<file path="src/rtl/id_pkg.sv">
// Shared decode constants for the ID stage: condition codes, instruction modes,
// data-processing opcodes and the ALU command encoding sent to EXE.
package id_pkg;

   localparam logic [3:0] COND_EQ = 4'b0000;
   localparam logic [3:0] COND_NE = 4'b0001;
   localparam logic [3:0] COND_CS = 4'b0010;
   localparam logic [3:0] COND_CC = 4'b0011;
   localparam logic [3:0] COND_MI = 4'b0100;
   localparam logic [3:0] COND_PL = 4'b0101;
   localparam logic [3:0] COND_VS = 4'b0110;
   localparam logic [3:0] COND_VC = 4'b0111;
   localparam logic [3:0] COND_HI = 4'b1000;
   localparam logic [3:0] COND_LS = 4'b1001;
   localparam logic [3:0] COND_GE = 4'b1010;
   localparam logic [3:0] COND_LT = 4'b1011;
   localparam logic [3:0] COND_GT = 4'b1100;
   localparam logic [3:0] COND_LE = 4'b1101;
   localparam logic [3:0] COND_AL = 4'b1110;

   localparam logic [1:0] MODE_DP  = 2'b00;
   localparam logic [1:0] MODE_MEM = 2'b01;
   localparam logic [1:0] MODE_BR  = 2'b10;

   localparam logic [3:0] OP_AND = 4'b0000;
   localparam logic [3:0] OP_EOR = 4'b0001;
   localparam logic [3:0] OP_SUB = 4'b0010;
   localparam logic [3:0] OP_ADD = 4'b0100;
   localparam logic [3:0] OP_ADC = 4'b0101;
   localparam logic [3:0] OP_SBC = 4'b0110;
   localparam logic [3:0] OP_TST = 4'b1000;
   localparam logic [3:0] OP_CMP = 4'b1010;
   localparam logic [3:0] OP_ORR = 4'b1100;
   localparam logic [3:0] OP_MOV = 4'b1101;
   localparam logic [3:0] OP_MVN = 4'b1111;

   localparam logic [3:0] EXEC_NOP = 4'b0000;
   localparam logic [3:0] EXEC_MOV = 4'b0001;
   localparam logic [3:0] EXEC_MVN = 4'b1001;
   localparam logic [3:0] EXEC_ADD = 4'b0010;
   localparam logic [3:0] EXEC_ADC = 4'b0011;
   localparam logic [3:0] EXEC_SUB = 4'b0100;
   localparam logic [3:0] EXEC_SBC = 4'b0101;
   localparam logic [3:0] EXEC_AND = 4'b0110;
   localparam logic [3:0] EXEC_ORR = 4'b0111;
   localparam logic [3:0] EXEC_EOR = 4'b1000;
   localparam logic [3:0] EXEC_CMP = 4'b0100;
   localparam logic [3:0] EXEC_TST = 4'b0110;

   // nzcv is packed {N,Z,C,V}; code 1111 never passes.
   function automatic logic cond_pass(input logic [3:0] cond, input logic [3:0] nzcv);
      logic n, z, c, v;
      {n, z, c, v} = nzcv;
      case (cond)
         COND_EQ: cond_pass = z;
         COND_NE: cond_pass = !z;
         COND_CS: cond_pass = c;
         COND_CC: cond_pass = !c;
         COND_MI: cond_pass = n;
         COND_PL: cond_pass = !n;
         COND_VS: cond_pass = v;
         COND_VC: cond_pass = !v;
         COND_HI: cond_pass = c && !z;
         COND_LS: cond_pass = !c || z;
         COND_GE: cond_pass = (n == v);
         COND_LT: cond_pass = (n != v);
         COND_GT: cond_pass = !z && (n == v);
         COND_LE: cond_pass = z || (n != v);
         COND_AL: cond_pass = 1'b1;
         default: cond_pass = 1'b0;
      endcase
   endfunction

endpackage

</file>
<file path="src/rtl/id_stage_pipe_if.sv">
// ID/EX pipeline bundle: the decode stage (master) drives it, EXE (slave) consumes it.
interface id_stage_pipe_if #(
   parameter int DATA_W = 32,
   parameter int REG_AW = 4
);
   logic              out_valid;
   logic              wb_enable;
   logic              mem_read;
   logic              mem_write;
   logic              b;
   logic              update_status_reg;
   logic              imm;
   logic [3:0]        execute_command;
   logic [31:0]       pc_out;
   logic [DATA_W-1:0] val_rn;
   logic [DATA_W-1:0] val_rm;
   logic [REG_AW-1:0] dest;
   logic [REG_AW-1:0] src1_out;
   logic [REG_AW-1:0] src2_out;
   logic [11:0]       shift_operand;
   logic [23:0]       signed_imm_24;

   modport master (
      output out_valid, wb_enable, mem_read, mem_write, b, update_status_reg, imm,
             execute_command, pc_out, val_rn, val_rm, dest, src1_out, src2_out,
             shift_operand, signed_imm_24
   );

   modport slave (
      input out_valid, wb_enable, mem_read, mem_write, b, update_status_reg, imm,
            execute_command, pc_out, val_rn, val_rm, dest, src1_out, src2_out,
            shift_operand, signed_imm_24
   );
endinterface

</file>
<file path="src/rtl/id_stage_pipe_reg_file_bypass.sv">
// Register file with two combinational read ports and one write port; a read of
// the register being written this cycle returns the incoming write data.
module reg_file_bypass #(
   parameter  int NUM_REGS = 16,
   parameter  int DATA_W   = 32,
   localparam int AW       = $clog2(NUM_REGS)
) (
   input  logic              clk,
   input  logic              rst,
   input  logic              we,
   input  logic [AW-1:0]     waddr,
   input  logic [DATA_W-1:0] wdata,
   input  logic [AW-1:0]     raddr1,
   output logic [DATA_W-1:0] rdata1,
   input  logic [AW-1:0]     raddr2,
   output logic [DATA_W-1:0] rdata2
);

   logic [DATA_W-1:0] regs [NUM_REGS];

   always_ff @(posedge clk) begin
      if (!rst) begin
         for (int i = 0; i < NUM_REGS; i++) regs[i] <= '0;
      end else if (we) begin
         regs[waddr] <= wdata;
      end
   end

   always_comb begin
      rdata1 = (we && waddr == raddr1) ? wdata : regs[raddr1];
      rdata2 = (we && waddr == raddr2) ? wdata : regs[raddr2];
   end

endmodule

</file>
<file path="src/rtl/id_stage_pipe.sv">
// Decode stage with built-in ID/EX register: field/control decode, condition check,
// register read with write-first bypass, RAW hazard detection, stall/freeze/flush.
module id_stage_pipe
   import id_pkg::*;
#(
   parameter  int DATA_W   = 32,
   parameter  int NUM_REGS = 16,
   parameter  int FWD_EN   = 0,
   localparam int REG_AW   = $clog2(NUM_REGS)
) (
   input  logic              clk,
   input  logic              rst,
   input  logic              in_valid,
   input  logic [31:0]       instruction,
   input  logic [31:0]       pc_in,
   input  logic [3:0]        str_out,
   input  logic              wb_en,
   input  logic [REG_AW-1:0] wb_dest,
   input  logic [DATA_W-1:0] wb_value,
   input  logic              exe_wb_en,
   input  logic              mem_wb_en,
   input  logic [REG_AW-1:0] exe_dest,
   input  logic [REG_AW-1:0] mem_dest,
   input  logic              exe_mem_read,
   input  logic              freeze,
   input  logic              flush,
   output logic              hazard,
   id_stage_pipe_if.master   ex
);

   logic [3:0] cond, opcode;
   logic [1:0] mode;
   logic       i_bit, s_bit;
   logic [REG_AW-1:0] rn, rd, rm, src1, src2;

   assign cond   = instruction[31:28];
   assign mode   = instruction[27:26];
   assign i_bit  = instruction[25];
   assign opcode = instruction[24:21];
   assign s_bit  = instruction[20];
   assign rn     = REG_AW'(instruction[19:16]);
   assign rd     = REG_AW'(instruction[15:12]);
   assign rm     = REG_AW'(instruction[3:0]);

   logic       dp_valid, is_mem, is_str;
   logic       c_wb, c_mem_read, c_mem_write, c_b, c_upd, c_imm;
   logic [3:0] c_cmd;

   // Unsupported data-processing opcodes and mode 11 decode to all-zero controls.
   always_comb begin
      dp_valid    = 1'b0;
      is_mem      = 1'b0;
      is_str      = 1'b0;
      c_wb        = 1'b0;
      c_mem_read  = 1'b0;
      c_mem_write = 1'b0;
      c_b         = 1'b0;
      c_upd       = 1'b0;
      c_imm       = 1'b0;
      c_cmd       = EXEC_NOP;
      case (mode)
         MODE_DP: begin
            dp_valid = 1'b1;
            case (opcode)
               OP_MOV:  c_cmd = EXEC_MOV;
               OP_MVN:  c_cmd = EXEC_MVN;
               OP_ADD:  c_cmd = EXEC_ADD;
               OP_ADC:  c_cmd = EXEC_ADC;
               OP_SUB:  c_cmd = EXEC_SUB;
               OP_SBC:  c_cmd = EXEC_SBC;
               OP_AND:  c_cmd = EXEC_AND;
               OP_ORR:  c_cmd = EXEC_ORR;
               OP_EOR:  c_cmd = EXEC_EOR;
               OP_CMP:  c_cmd = EXEC_CMP;
               OP_TST:  c_cmd = EXEC_TST;
               default: dp_valid = 1'b0;
            endcase
            if (dp_valid) begin
               c_wb  = !(opcode == OP_CMP || opcode == OP_TST);
               c_upd = s_bit;
               c_imm = i_bit;
            end
         end
         MODE_MEM: begin
            is_mem = 1'b1;
            c_cmd  = EXEC_ADD;
            c_imm  = i_bit;
            if (s_bit) begin
               c_wb       = 1'b1;
               c_mem_read = 1'b1;
            end else begin
               c_mem_write = 1'b1;
               is_str      = 1'b1;
            end
         end
         MODE_BR: begin
            c_b   = 1'b1;
            c_imm = i_bit;
         end
         default: ;
      endcase
   end

   logic uses_src1, uses_src2;
   assign src1      = rn;
   assign src2      = is_str ? rd : rm;
   assign uses_src1 = (dp_valid && opcode != OP_MOV && opcode != OP_MVN) || is_mem;
   assign uses_src2 = (dp_valid && !i_bit) || is_str;

   logic raw_hit;
   generate
      if (FWD_EN != 0) begin : g_fwd
         // Forwarding covers everything except a load still in EXE.
         assign raw_hit = exe_mem_read && exe_wb_en &&
                          ((uses_src1 && exe_dest == src1) || (uses_src2 && exe_dest == src2));
      end else begin : g_nofwd
         assign raw_hit =
            (uses_src1 && ((exe_wb_en && exe_dest == src1) || (mem_wb_en && mem_dest == src1))) ||
            (uses_src2 && ((exe_wb_en && exe_dest == src2) || (mem_wb_en && mem_dest == src2)));
      end
   endgenerate

   assign hazard = in_valid && !flush && raw_hit;

   logic [DATA_W-1:0] rd_val1, rd_val2;

   reg_file_bypass #(.NUM_REGS(NUM_REGS), .DATA_W(DATA_W)) u_rf (
      .clk    (clk),
      .rst    (rst),
      .we     (wb_en),
      .waddr  (wb_dest),
      .wdata  (wb_value),
      .raddr1 (src1),
      .rdata1 (rd_val1),
      .raddr2 (src2),
      .rdata2 (rd_val2)
   );

   logic issue;
   assign issue = in_valid && !flush && !hazard && cond_pass(cond, str_out);

   always_ff @(posedge clk) begin
      if (!rst || (!freeze && !issue)) begin
         ex.out_valid         <= 1'b0;
         ex.wb_enable         <= 1'b0;
         ex.mem_read          <= 1'b0;
         ex.mem_write         <= 1'b0;
         ex.b                 <= 1'b0;
         ex.update_status_reg <= 1'b0;
         ex.imm               <= 1'b0;
         ex.execute_command   <= '0;
         ex.pc_out            <= '0;
         ex.val_rn            <= '0;
         ex.val_rm            <= '0;
         ex.dest              <= '0;
         ex.src1_out          <= '0;
         ex.src2_out          <= '0;
         ex.shift_operand     <= '0;
         ex.signed_imm_24     <= '0;
      end else if (!freeze) begin
         ex.out_valid         <= 1'b1;
         ex.wb_enable         <= c_wb;
         ex.mem_read          <= c_mem_read;
         ex.mem_write         <= c_mem_write;
         ex.b                 <= c_b;
         ex.update_status_reg <= c_upd;
         ex.imm               <= c_imm;
         ex.execute_command   <= c_cmd;
         ex.pc_out            <= pc_in;
         ex.val_rn            <= rd_val1;
         ex.val_rm            <= rd_val2;
         ex.dest              <= rd;
         ex.src1_out          <= src1;
         ex.src2_out          <= src2;
         ex.shift_operand     <= instruction[11:0];
         ex.signed_imm_24     <= instruction[23:0];
      end
   end

endmodule

</file>
<file path="src/flat_wrapper.sv">
// flat-port wrapper written by rule: the top's interface ports become plain ports
module id_stage_pipe_flat import id_pkg::*;
#(
   parameter  int DATA_W   = 32,
   parameter  int NUM_REGS = 16,
   parameter  int FWD_EN   = 0,
   localparam int REG_AW   = $clog2(NUM_REGS)
)
  (clk, rst, in_valid, instruction, pc_in, str_out, wb_en, wb_dest, wb_value, exe_wb_en, mem_wb_en, exe_dest, mem_dest, exe_mem_read, freeze, flush, hazard, ex_out_valid, ex_wb_enable, ex_mem_read, ex_mem_write, ex_b, ex_update_status_reg, ex_imm, ex_execute_command, ex_pc_out, ex_val_rn, ex_val_rm, ex_dest, ex_src1_out, ex_src2_out, ex_shift_operand, ex_signed_imm_24);
  id_stage_pipe_if #(.DATA_W(DATA_W), .REG_AW(4)) ex_i ();
  input  logic clk;
  input  logic rst;
  input  logic in_valid;
  input  logic [31:0] instruction;
  input  logic [31:0] pc_in;
  input  logic [3:0] str_out;
  input  logic wb_en;
  input  logic [REG_AW-1:0] wb_dest;
  input  logic [DATA_W-1:0] wb_value;
  input  logic exe_wb_en;
  input  logic mem_wb_en;
  input  logic [REG_AW-1:0] exe_dest;
  input  logic [REG_AW-1:0] mem_dest;
  input  logic exe_mem_read;
  input  logic freeze;
  input  logic flush;
  output logic hazard;
  output wire logic [$bits(ex_i.out_valid)-1:0] ex_out_valid;
  output wire logic [$bits(ex_i.wb_enable)-1:0] ex_wb_enable;
  output wire logic [$bits(ex_i.mem_read)-1:0] ex_mem_read;
  output wire logic [$bits(ex_i.mem_write)-1:0] ex_mem_write;
  output wire logic [$bits(ex_i.b)-1:0] ex_b;
  output wire logic [$bits(ex_i.update_status_reg)-1:0] ex_update_status_reg;
  output wire logic [$bits(ex_i.imm)-1:0] ex_imm;
  output wire logic [$bits(ex_i.execute_command)-1:0] ex_execute_command;
  output wire logic [$bits(ex_i.pc_out)-1:0] ex_pc_out;
  output wire logic [$bits(ex_i.val_rn)-1:0] ex_val_rn;
  output wire logic [$bits(ex_i.val_rm)-1:0] ex_val_rm;
  output wire logic [$bits(ex_i.dest)-1:0] ex_dest;
  output wire logic [$bits(ex_i.src1_out)-1:0] ex_src1_out;
  output wire logic [$bits(ex_i.src2_out)-1:0] ex_src2_out;
  output wire logic [$bits(ex_i.shift_operand)-1:0] ex_shift_operand;
  output wire logic [$bits(ex_i.signed_imm_24)-1:0] ex_signed_imm_24;
  assign ex_out_valid = ex_i.out_valid;
  assign ex_wb_enable = ex_i.wb_enable;
  assign ex_mem_read = ex_i.mem_read;
  assign ex_mem_write = ex_i.mem_write;
  assign ex_b = ex_i.b;
  assign ex_update_status_reg = ex_i.update_status_reg;
  assign ex_imm = ex_i.imm;
  assign ex_execute_command = ex_i.execute_command;
  assign ex_pc_out = ex_i.pc_out;
  assign ex_val_rn = ex_i.val_rn;
  assign ex_val_rm = ex_i.val_rm;
  assign ex_dest = ex_i.dest;
  assign ex_src1_out = ex_i.src1_out;
  assign ex_src2_out = ex_i.src2_out;
  assign ex_shift_operand = ex_i.shift_operand;
  assign ex_signed_imm_24 = ex_i.signed_imm_24;
  id_stage_pipe #(.DATA_W(DATA_W), .NUM_REGS(NUM_REGS), .FWD_EN(FWD_EN)) u_core (.clk(clk), .rst(rst), .in_valid(in_valid), .instruction(instruction), .pc_in(pc_in), .str_out(str_out), .wb_en(wb_en), .wb_dest(wb_dest), .wb_value(wb_value), .exe_wb_en(exe_wb_en), .mem_wb_en(mem_wb_en), .exe_dest(exe_dest), .mem_dest(mem_dest), .exe_mem_read(exe_mem_read), .freeze(freeze), .flush(flush), .hazard(hazard), .ex(ex_i));
endmodule
</file>
<file path="config.mk">
export PLATFORM = sky130hd
export DESIGN_NAME = id_stage_pipe_flat
export DESIGN_NICKNAME = d
export VERILOG_FILES = /design/src/rtl/id_pkg.sv /design/src/rtl/id_stage_pipe_if.sv /design/src/rtl/id_stage_pipe_reg_file_bypass.sv /design/src/rtl/id_stage_pipe.sv /design/src/flat_wrapper.sv
export SDC_FILE = /design/constraint.sdc
export NUM_CORES = 1
export LEC_CHECK = 0
export BUFFER_PORTS_ARGS = -buffer_cell sky130_fd_sc_hd__buf_2
export CORE_MARGIN = 3
export CORE_UTILIZATION = 50
export CTS_BUF_LIST = sky130_fd_sc_hd__clkbuf_4 sky130_fd_sc_hd__clkbuf_8 sky130_fd_sc_hd__clkbuf_16
export CTS_CLUSTER_SIZE = 16
export DETAILED_ROUTE_END_ITERATION = 10
export PLACE_DENSITY = 0.78
export SETUP_SLACK_MARGIN = 0.1
export SLEW_MARGIN = 10
export SYNTH_ARGS = -nofsm -noshare
export SYNTH_HDL_FRONTEND = slang
export SYNTH_HIERARCHICAL = 1
export SYNTH_SLANG_ARGS = --single-unit
</file>
<file path="constraint.sdc">
create_clock -name clk -period 11.3 [get_ports clk]
set_input_delay 1.695 -clock clk [delete_from_list [all_inputs] [get_ports clk]]
set_output_delay 1.695 -clock clk [all_outputs]
set_load 0.03 [all_outputs]
</file>
==> metrics.yaml <==
floorplanning:
  rows: 94
  io_pins: 277
  fp.dieArea_um2: 70900
  core-area_um2: 66500
  initial_core_util_pct: 51.0
  dieHeight_um: 266
  fp.dieW_um: 266
cells_and_area:
  area_delta_synth_final_pct: 11.6
  largest_reg_flops: 512
  drive_above_1_share_pct: 31.1
  top_register: "u_core/u_rf/regs"
  multiInputGateArea_um2: 14700
  final_cells: 3547
  seqCellArea_um2: 18100
  utilization_pct: 56.9
  nets: 2748
  fill_cells: 5098
global_route:
  grt_max_degree: 111
  antenna_found_initial: 19
  grt_usage_pct: 29.0
  grt_pass1_vias: 24000
  grt_pass1_wl_um: 152000
  grt-ovfl-total: 0
clock_network:
  cts_setup_buffers: 0
  cts-resized-gates: 0
  insertion_delay_ns: 0.65
  cts-htree-levels: 2
  root_buffer: "clkbuf_16"
  cts_hold_buf: 0
  cts_tree: "built"
  clock-sinks: 647
  cts_max_path_buffers: 3
  numCtsBuffers: 61
  clkTransAtPathRegs_ns: 0.06
synthesis:
  synth_top_area_cell: "edfxtp_1"
  synthDominantCellAreaShare_pct: 45.4
  synthesis.area_um2: 33900
  synth-seq-cells: 647
  yosys-top-cells-area: "edfxtp_1 (45%), mux4_2 (17%), and2_1 (9.5%)"
  yosysUniqueCellTypes: 55
  synthArstFlopShare_pct: 0
  synth_commonest_cells: "and2_1 (513), edfxtp_1 (512), nand3_1 (264)"
  yosysWarningCount: 6
  avgSynthCellArea_um2: 13.4
  synth-edff-count: 512
  post-synth-top-count-cell: "and2_1"
  syn_nets: 2645
  ys_seq_area_share_pct: 53.3
  synthesis.instances: 2520
  synthFlopType: "edfxtp_1"
worst_setup_path:
  endpoint_kind: "output port"
  critPathMostFrequentCell: "buf_2"
  critPathKind: "input pin to output port"
  critPathMaxFanout: 67
  cp_data_required_time_ns: 9.61
  path_cells: "buf_2 > inv_1 > ha_1 > nand2b_1 > mux2i_1 > xnor2_1 > nor3_1 > a41o_4 > o21ba_2 > buf_2"
  critPathSlowestCell: "a41o_4"
  max_stage_delay_ns: 0.78
  cp-start-kind: "input pin"
  worstPathArrival_ns: 4.80
routing:
  routed_wl_um: 105000
  wl_per_cell_um: 29.5
  drtAntennaViolNets: 0
  vias: 24000
  drt_pass1_iterations: 5
  vias_per_cell: 6.78
  drt_iter0_drc: 3463
  drc: 0
timing:
  worst_pin_slew_ns: 1.24
  rsz0062_at_grt: "no"
  setup_slack_ns: 4.81
  finalSetupViolCount: 0
  hold_violations: 0
  final_max_slew_viol_count: 0
  maxSlewHeadroom_pct: 17.4
  holdWs_ns: 0.480
  period_share_pct: 57.5
  period_minus_slack_ns: 6.49
  fin_tns_setup_ns: 0
  fmax_mhz: 154
  fin_skew_ns: 0.0251
min_path:
  hp-class: "register to register"
placed_design:
  dpl_worst_slack_ns: 4.91
  post-place-cells: 3424
  globalplace.congestion: 0.896
  placement.io_buffers: 275
  dp_hpwl_um: 60500
power:
  peakVddDrop_mv: 0.131
  powerDensity_nw_per_um2: 149
  p_leak_nw: 13.5
run_status:
  status: "complete, no violations"
job:
  maxCapViolCount: 0
[final cells by class]
| class | count | area share [%] |
|---|---|---|
| Antenna cell | 8 | 0.0530 |
| Clock buffer | 83 | 4.70 |
| Timing Repair Buffer | 332 | 4.84 |
| Sequential cell | 647 | 47.8 |
| Inverter | 9 | 0.116 |
| Clock inverter | 32 | 0.817 |
| Tap cell | 864 | 2.86 |
| Multi-Input combinational cell | 1572 | 38.8 |
[where the power goes]
part	internal (mW)	switching, mW	leakage, nW
Clock	1.23	0.897	1.06
Combinational	0.300	0.442	6.46
Sequential	2.68	0.0604	5.97
[placed cells by master, fill, tap and decap left out, types with 9 or more instances in the layout]
cell type,netlist,routed
buf_4,30,59
nand2_1,69,69
xor2_1,16,16
o21ai_4,0,12
mux4_2,258,258
clkbuf_16,0,63
and2_1,513,515
nor2_2,0,14
edfxtp_1,512,512
clkbuf_4,0,12
mux2_2,64,64
nand3_1,264,264
xnor2_1,13,13
o31ai_1,115,115
clkbuf_8,0,9
clkinv_2,0,15
o31ai_2,20,20
dfxtp_1,135,135
a22oi_1,124,124
buf_2,58,271
[critical path, delay by kind of cell]
| kind | cells | cell delay, ns |
|---|---|---|
| XOR/XNOR | 1 | 0.15 |
| buffers and inverters | 3 | 0.36 |
| AND/OR/NAND/NOR | 2 | 0.58 |
| adder cells (fa/ha/maj) | 1 | 0.27 |
| multiplexers | 1 | 0.69 |
| AO/OA/AOI/OAI | 2 | 1.02 |
[logic make-up after synthesis]
group / share of synthesized area [%]
AOI/OAI and AO/OA: 6.85
xor gates and xnor gates: 0.750
adders and majority gates: 0.148
buffers and inverters: 4.12
DFF: 53.3
muxes: 19.5
and+or+nand+nor: 15.3
[final timing paths]
check                                start                   end  slack (ns)  cells after the start
hold reg to reg        u_core/ex.val_rm[3]   u_core/ex.val_rm[3]        0.48                      2
setup reg to reg  u_core/u_rf/regs[15][29]  u_core/ex.val_rn[29]        9.28                      6
hold / removal         u_core/ex.val_rm[3]   u_core/ex.val_rm[3]        0.48                      2
setup / recovery           instruction[27]                hazard        4.81                     10
[per-stage QoR]
step | power, mW | area, µm²
global placement | 3.48 | 35700
finish | 5.62 | 37800
detailed placement | 3.51 | 35700
floorplan | 3.27 | 33900
CTS | 5.62 | 37800
global route | 5.78 | 37800
[per-layer routing]
metal	GRT usage [%]	up-vias	part of all wire, %
li1	-	9828	-
met1	35.3	11900	33
met2	46.9	1844	46
met3	8.76	417	14
met4	15.1	16	6.1
met5	0	-	0.10
Power figures use the tool's default switching activity.
